File: src/rtl/timer_display.sv
// Multiplexed 4-digit 7-segment driver for the countdown timer: per-frame
// snapshot, status glyph, expiry detection and blinking of the time digits.
module timer_display #(
    parameter int unsigned SCAN_DIV    = 50000,
    parameter int unsigned BLINK_SCANS = 125,
    parameter int unsigned ACTIVE_LOW  = 1
) (
    input  logic       clk,
    input  logic       rst,
    input  logic       start,
    input  logic [3:0] min,
    input  logic [3:0] sec1,
    input  logic [3:0] sec2,
    output logic [6:0] seg,
    output logic       dp,
    output logic [3:0] an,
    output logic       expired,
    output logic       expired_pulse
);

    localparam int unsigned DIV_W = (SCAN_DIV > 1) ? $clog2(SCAN_DIV) : 1;
    localparam int unsigned FRM_W = (BLINK_SCANS > 1) ? $clog2(BLINK_SCANS) : 1;
    localparam logic        POL   = (ACTIVE_LOW != 0);

    localparam logic [6:0] GLYPH_E     = 7'b1111001;
    localparam logic [6:0] GLYPH_P     = 7'b1110011;
    localparam logic [6:0] GLYPH_DASH  = 7'b1000000;
    localparam logic [6:0] GLYPH_BLANK = 7'b0000000;

    // Active-high {g..a} pattern for a BCD digit; out-of-range shows '-'.
    function automatic logic [6:0] bcd_glyph(input logic [3:0] d);
        logic [6:0] g;
        case (d)
            4'd0:    g = 7'b0111111;
            4'd1:    g = 7'b0000110;
            4'd2:    g = 7'b1011011;
            4'd3:    g = 7'b1001111;
            4'd4:    g = 7'b1100110;
            4'd5:    g = 7'b1101101;
            4'd6:    g = 7'b1111101;
            4'd7:    g = 7'b0000111;
            4'd8:    g = 7'b1111111;
            4'd9:    g = 7'b1101111;
            default: g = GLYPH_DASH;
        endcase
        return g;
    endfunction

    logic [DIV_W-1:0] div_cnt_q, div_cnt_d;
    logic [1:0]       idx_q, idx_d;
    logic [3:0]       snap_min_q, snap_min_d;
    logic [3:0]       snap_sec1_q, snap_sec1_d;
    logic [3:0]       snap_sec2_q, snap_sec2_d;
    logic             snap_start_q, snap_start_d;
    logic             expired_q, expired_d;
    logic             exp_dly_q, exp_dly_d;
    logic             pulse_q, pulse_d;
    logic             blink_on_q, blink_on_d;
    logic [FRM_W-1:0] frame_q, frame_d;
    logic [6:0]       seg_q, seg_d;
    logic             dp_q, dp_d;
    logic [3:0]       an_q, an_d;

    logic             tc;
    logic             cap;
    logic             in_zero;
    logic             rise;
    logic             blank_time;
    logic [6:0]       seg_hi;
    logic             dp_hi;

    // Next-state: scan prescaler, frame snapshot, expiry and blink tracking.
    always_comb begin
        div_cnt_d    = div_cnt_q;
        idx_d        = idx_q;
        snap_min_d   = snap_min_q;
        snap_sec1_d  = snap_sec1_q;
        snap_sec2_d  = snap_sec2_q;
        snap_start_d = snap_start_q;
        expired_d    = expired_q;
        blink_on_d   = blink_on_q;
        frame_d      = frame_q;
        rise         = 1'b0;

        tc      = (div_cnt_q == DIV_W'(SCAN_DIV - 1));
        cap     = tc && (idx_q == 2'd0);
        in_zero = (min == 4'd0) && (sec1 == 4'd0) && (sec2 == 4'd0);

        div_cnt_d = tc ? '0 : div_cnt_q + DIV_W'(1);
        if (tc) begin
            idx_d = idx_q - 2'd1;
        end

        if (cap) begin
            snap_min_d   = min;
            snap_sec1_d  = sec1;
            snap_sec2_d  = sec2;
            snap_start_d = start;
            if (!in_zero) begin
                expired_d = 1'b0;
            end else if (start) begin
                expired_d = 1'b1;
            end
            rise = expired_d && !expired_q;
            if (rise) begin
                frame_d    = '0;
                blink_on_d = 1'b1;
            end else if (frame_q == FRM_W'(BLINK_SCANS - 1)) begin
                frame_d    = '0;
                blink_on_d = !blink_on_q;
            end else begin
                frame_d = frame_q + FRM_W'(1);
            end
        end
        if (!expired_d) begin
            blink_on_d = 1'b1;
        end

        exp_dly_d = expired_q;
        pulse_d   = expired_q && !exp_dly_q;
    end

    // Display decode from the current digit index and snapshot.
    always_comb begin
        seg_hi     = GLYPH_BLANK;
        dp_hi      = 1'b0;
        blank_time = expired_q && !blink_on_q;
        case (idx_q)
            2'd3: begin
                seg_hi = bcd_glyph(snap_min_q);
                dp_hi  = 1'b1;
            end
            2'd2: seg_hi = bcd_glyph(snap_sec1_q);
            2'd1: seg_hi = bcd_glyph(snap_sec2_q);
            default: begin
                if (expired_q) begin
                    seg_hi = GLYPH_E;
                end else if (!snap_start_q) begin
                    seg_hi = GLYPH_P;
                end
            end
        endcase
        if (blank_time && (idx_q != 2'd0)) begin
            seg_hi = GLYPH_BLANK;
            dp_hi  = 1'b0;
        end
        seg_d = seg_hi ^ {7{POL}};
        dp_d  = dp_hi ^ POL;
        an_d  = (4'b0001 << idx_q) ^ {4{POL}};
    end

    always_ff @(posedge clk) begin
        if (rst) begin
            div_cnt_q    <= '0;
            idx_q        <= 2'd3;
            snap_min_q   <= 4'd2;
            snap_sec1_q  <= 4'd0;
            snap_sec2_q  <= 4'd0;
            snap_start_q <= 1'b0;
            expired_q    <= 1'b0;
            exp_dly_q    <= 1'b0;
            pulse_q      <= 1'b0;
            blink_on_q   <= 1'b1;
            frame_q      <= '0;
            seg_q        <= {7{POL}};
            dp_q         <= POL;
            an_q         <= {4{POL}};
        end else begin
            div_cnt_q    <= div_cnt_d;
            idx_q        <= idx_d;
            snap_min_q   <= snap_min_d;
            snap_sec1_q  <= snap_sec1_d;
            snap_sec2_q  <= snap_sec2_d;
            snap_start_q <= snap_start_d;
            expired_q    <= expired_d;
            exp_dly_q    <= exp_dly_d;
            pulse_q      <= pulse_d;
            blink_on_q   <= blink_on_d;
            frame_q      <= frame_d;
            seg_q        <= seg_d;
            dp_q         <= dp_d;
            an_q         <= an_d;
        end
    end

    assign seg           = seg_q;
    assign dp            = dp_q;
    assign an            = an_q;
    assign expired       = expired_q;
    assign expired_pulse = pulse_q;

endmodule
File: config.mk
export PLATFORM = sky130hd
export DESIGN_NAME = timer_display
export DESIGN_NICKNAME = d
export VERILOG_FILES = /design/src/rtl/timer_display.sv
export SDC_FILE = /design/constraint.sdc
export NUM_CORES = 1
export LEC_CHECK = 0
export ABC_CLOCK_PERIOD_IN_PS = 3600
export BUFFER_PORTS_ARGS = -buffer_cell sky130_fd_sc_hd__buf_2
export CAP_MARGIN = 20
export CORE_MARGIN = 2
export CORE_UTILIZATION = 45
export DETAILED_ROUTE_END_ITERATION = 12
export GPL_TIMING_DRIVEN = 0
export HOLD_SLACK_MARGIN = 0.08
export SLEW_MARGIN = 25
export SYNTH_ARGS = -nofsm -noshare
export SYNTH_HDL_FRONTEND = slang
export SYNTH_SLANG_ARGS = --single-unit
File: constraint.sdc
create_clock -name clk -period 3.6 [get_ports clk]
set_clock_uncertainty 0.1 [all_clocks]
set_input_delay 0.54 -clock clk [delete_from_list [all_inputs] [get_ports clk]]
set_output_delay 0.54 -clock clk [all_outputs]
set_load 0.02 [all_outputs]
* After elaboration in Yosys (flattened, before gate mapping)
Memories as Yosys holds them, arrays and structs flattened. A register that Yosys moved wholly into a read port is not among the register bits.
Cells that the tools add are included.
** Word-level totals
- Flip-flop bits (word level) :: 54
- ROM bits :: 336
- Input port bits :: 15
- Output and inout bits :: 14
- Logic and storage cells :: 69
- Memories :: 3
** Memories
- (no name shown) :: words 16, width 7, read ports 1, clocked after Yosys merged registers in 1, write ports 0, line 33 : case (d)
- (no name shown) :: words 16, width 7, read ports 1, clocked after Yosys merged registers in 1, write ports 0, line 33
- (no name shown) :: words 16, width 7, read ports 1, clocked after Yosys merged registers in 1, write ports 0, line 33
** Operators by class
- $add $sub $neg :: 3
- Eq/ne operators :: 5
- Shifts and indexed selects :: 1
- Mux-type cells :: 20
- Bitwise operators :: 4
- Reduce and logical (&&, ||, !) cells :: 19
** Operator list (count)
- 7-bit two-way mux :: 5
- 4-bit two-way mux :: 6
- 7-bit case mux with 3 select lines :: 1
- 16-bit by 1-bit adder with 16-bit output (second input constant) :: 1
- 16-bit equality test (second input constant) :: 1
- 4-bit zero test :: 3
- 1-bit two-way mux :: 8
- 7-bit by 1-bit adder with 7-bit output (second input constant) :: 1
- 7-bit equality test (second input constant) :: 1
- 1-bit logical AND :: 7
- 7-bit NOT :: 1
- 2-bit equality test (second input constant) :: 2
- 4-bit NOT :: 1
- 2-bit nonzero test :: 2
- 2-bit OR reduction :: 2
- 1-bit by 2-bit << shifter with 4-bit output (first input constant) :: 1
- 1-bit zero test :: 3
- 2-bit by 1-bit equality test with 1-bit output (second input constant) :: 1
- 2-bit zero test :: 1
- 1-bit NOT :: 2
- 2-bit AND reduction :: 1
- 2-bit by 1-bit subtractor with 2-bit output (second input constant) :: 1

* Longest topological paths before layout
- Depth in word-level cells :: 8
- Mapped depth :: 15
- Mapped depth without buffers :: 12

* Least setup slack after synthesis
No wires, ideal clock.
- Path kind :: register to register
- Start :: reg idx_q[0]
- End :: reg (tool-made name)
- Library setup time :: 74 ps
- Arrival time :: 2542 ps
- Path slack :: 884 ps
- Cell stages (with the launch flop) :: 16
- Cell sequence :: dfxtp_1 > inv_1 > ha_1 > and4_1 > and4_1 > buf_6 > buf_12 > buf_6 > nand2_1 > a21oi_1 > inv_1 > ha_1 > mux2_2 > nand2_1 > o211ai_1 > o21ai_0
** RTL lines
- from (decl) :: line 50 : logic [1:0] idx_q, idx_d;
- from (signal assigned) :: line 170 : idx_q <= idx_d;

==> results_dict.tcl <==
set metrics [dict create \
    status "complete, no violations" \
    relSlewSlack_pct 62.34 \
    io_buffers 28 \
    cts_inserted_buffers 9 \
    period_share_pct 91.16 \
    antenna_found_initial 0 \
    worst_pin_slew_ns 0.5649 \
    ys_types 57 \
    num_rows 33 \
    overflow 0 \
    synth_compound_area_share_pct 14.51 \
    crit_slowest_cell "a21oi_1" \
    path_max_fanout 10 \
    synth-seq-cells 75 \
    cts_tree "done" \
    cp_slowest_stage_delay_ns 0.38 \
    synthCells 426 \
    die_w_um 96.05 \
    hpwl_um 6661 \
    reg2reg_depth 15 \
    fin_nets 506 \
    first_pass_iters 4 \
    grt_max_degree 14 \
    gp_congestion 0.8576 \
    synth-edff-count 0 \
    ctsResizeCount 0 \
    ff_latch_area_sq_mm 0.001501 \
    final_common_cell "dfxtp_1" \
    final_core_util_pct 52.15 \
    leakagePower_nw 1.671 \
    vias_per_cell 5.379 \
    path_clk_slew_ns 0.08 \
    netlist.area_leader.share_pct 39.38 \
    holdWs_ns 0.2991 \
    rsz0062_at_grt "no" \
    synth-simple-area-share_pct 26.35 \
    path_delay_family "buffers and inverters" \
    clock_sinks 75 \
    peakVddDrop_v 0.0001670 \
    crit_buf_inv 5 \
    cp.arrival_ns 3.45 \
    synth_top_family_by_area "simple AND/OR/NAND/NOR gates" \
    grt_pass1_vias 2867 \
    grt_pass1_wl_um 14410 \
    hold_viol 0 \
    fillers 804 \
    most-common-layout-cells "dfxtp_1, nand2_1, nor2_1" \
    final.setup.tns_ns 0 \
    layout_min_cycle_time_ns 3.282 \
    holdPathStages 1 \
    power_mw 1.575 \
    fmax_mhz 304.7 \
    crit_start "idx_q[0]" \
    wire_per_inst_um 15.29 \
    synth-async-reset-ratio_pct 0 \
    synth_flop_cell "dfxtp_1" \
    io_pins 29 \
    clk_path_buf_depth 2 \
    netlist_area_sq_mm 0.003812 \
    hold_path.class "register to register" \
    ys.warnings.count 0 \
    r2r_start "idx_q[0]" \
    clock_latency_ns 0.35 \
    syn-num-nets 467 \
    htree_levels 3 \
    syn_area_per_cell_sq_um 8.949 \
    multi_input_area_sq_mm 0.002113 \
    startpoint_type "register" \
    fp.dieH_um 96.05 \
    drive_above_1_share_pct 15.32 \
    drt_iter0_drc 183 \
    synthXorXnorAreaFrac_pct 2.757 \
    syn_to_final_growth_pct 12.41 \
    powerDensity_mw_per_mm2 367.5 \
    netlist.top_cell.by_area "dfxtp_1" \
    crit_path_cell_trace "inv_1 -> ha_1 -> and4_1 -> and4_1 -> buf_6 -> buf_12 -> buf_6 -> nand2_1 -> a21oi_1 -> inv_1 -> ha_1 -> mux2_2 -> nand2_1 -> o211ai_1 -> o21ai_0" \
    die_area_sq_mm 0.009225 \
    core_sq_mm 0.008217 \
    vias 3093 \
    remaining_drc_errors 0 \
    drv_slew 0 \
    crit_required_ns 3.77 \
    clock-root-buffer "clkbuf_8" \
    cts_setup_buffers 0 \
    synthMuxAreaShare_pct 3.282 \
    maxCapViolations 0 \
    n_antenna_cell 0 \
    setup_viol 0 \
    initial_core_util_pct 46.40 \
    synthAdderAreaFrac_pct 8.533 \
    cp.depth 15 \
    ys_seq_area_share_pct 39.38 \
    yosys-top-cells-area "dfxtp_1, ha_1, a21oi_1" \
    cp-end-kind "register" \
    grtUsageTotal_pct 20.60 \
    path_class "register to register" \
    hold_buffers 0 \
    wirelength_um 8790 \
    postRouteAntennaNets 0 \
    rrSetupSlack_ns 0.32 \
]
==> layout make-up <==
class                      instances  share of cell area (%)
multi-input combinational        310                   49.31
sequential                        75                   35.04
buffer                            18                   2.599
tap                              105                   3.066
clock inverter                     6                   1.489
clock buffer                      10                   3.212
inverter                          23                   2.015
timing repair buffer              28                   3.270
==> worst min path at each step <==
| stage | start | endpoint |
|---|---|---|
| CTS | exp_dly_q | expired_pulse |
| floorplan | exp_dly_q | expired_pulse |
| finish | exp_dly_q | expired_pulse |
| detailed placement | exp_dly_q | expired_pulse |
| global route | exp_dly_q | expired_pulse |
| global placement | exp_dly_q | expired_pulse |
==> metal layers <==
| metal | up-vias | GRT usage [%] | wire length, um |
|---|---|---|---|
| met4 | 0 | 7.500 | 174 |
| met5 | - | 0 | 0 |
| li1 | 1568 | - | - |
| met2 | 63 | 31.60 | 3923 |
| met3 | 16 | 3.211 | 353 |
| met1 | 1446 | 29.19 | 4339 |
==> kinds of logic (layout without fill, tap and decap cells) <==
logic type      after synthesis  after routing
simple gates                175            175
compound gates               86             86
flops                        75             75
buf+inv                      41             85
fa+ha+maj                    26             26
xor+xnor                     12             12
mux                          11             11
==> power breakdown <==
| group | internal [mW] | leakage, nW | switching (mW) |
|---|---|---|---|
| Combinational | 0.0244 | 0.964 | 0.0427 |
| Sequential | 0.839 | 0.609 | 0.00698 |
| Clock | 0.339 | 0.0987 | 0.323 |
| Total | 1.20 | 1.67 | 0.372 |
==> synthesized netlist by cell type (all sizes together), types with 4 or more instances <==
cell	n
dfxtp	75
nand2	40
nor2	33
a21oi	31
ha	26
inv	22
o21ai	20
nand2b	14
nand3b	14
nand3	12
clkbuf	10
buf	8
mux2i	8
nor3	8
nor3b	8
or3	8
xnor2	8
a31oi	6
nand4	6
nor2b	6
and2	5
a211oi	4
a22oi	4
and3	4
and4	4
nor4	4
o22ai	4
or4	4
xor2	4
==> metrics by stage <==
stage,setup slack (ns),instance area [sq um],std cells
after floorplan,0.8840,3812,426
after global placement,0.4159,4084,559
after detailed placement,0.3696,4084,559
after CTS,0.3306,4285,575
after global routing,0.07176,4285,575
final,0.3183,4285,575
Power figures use the tool's default switching activity.
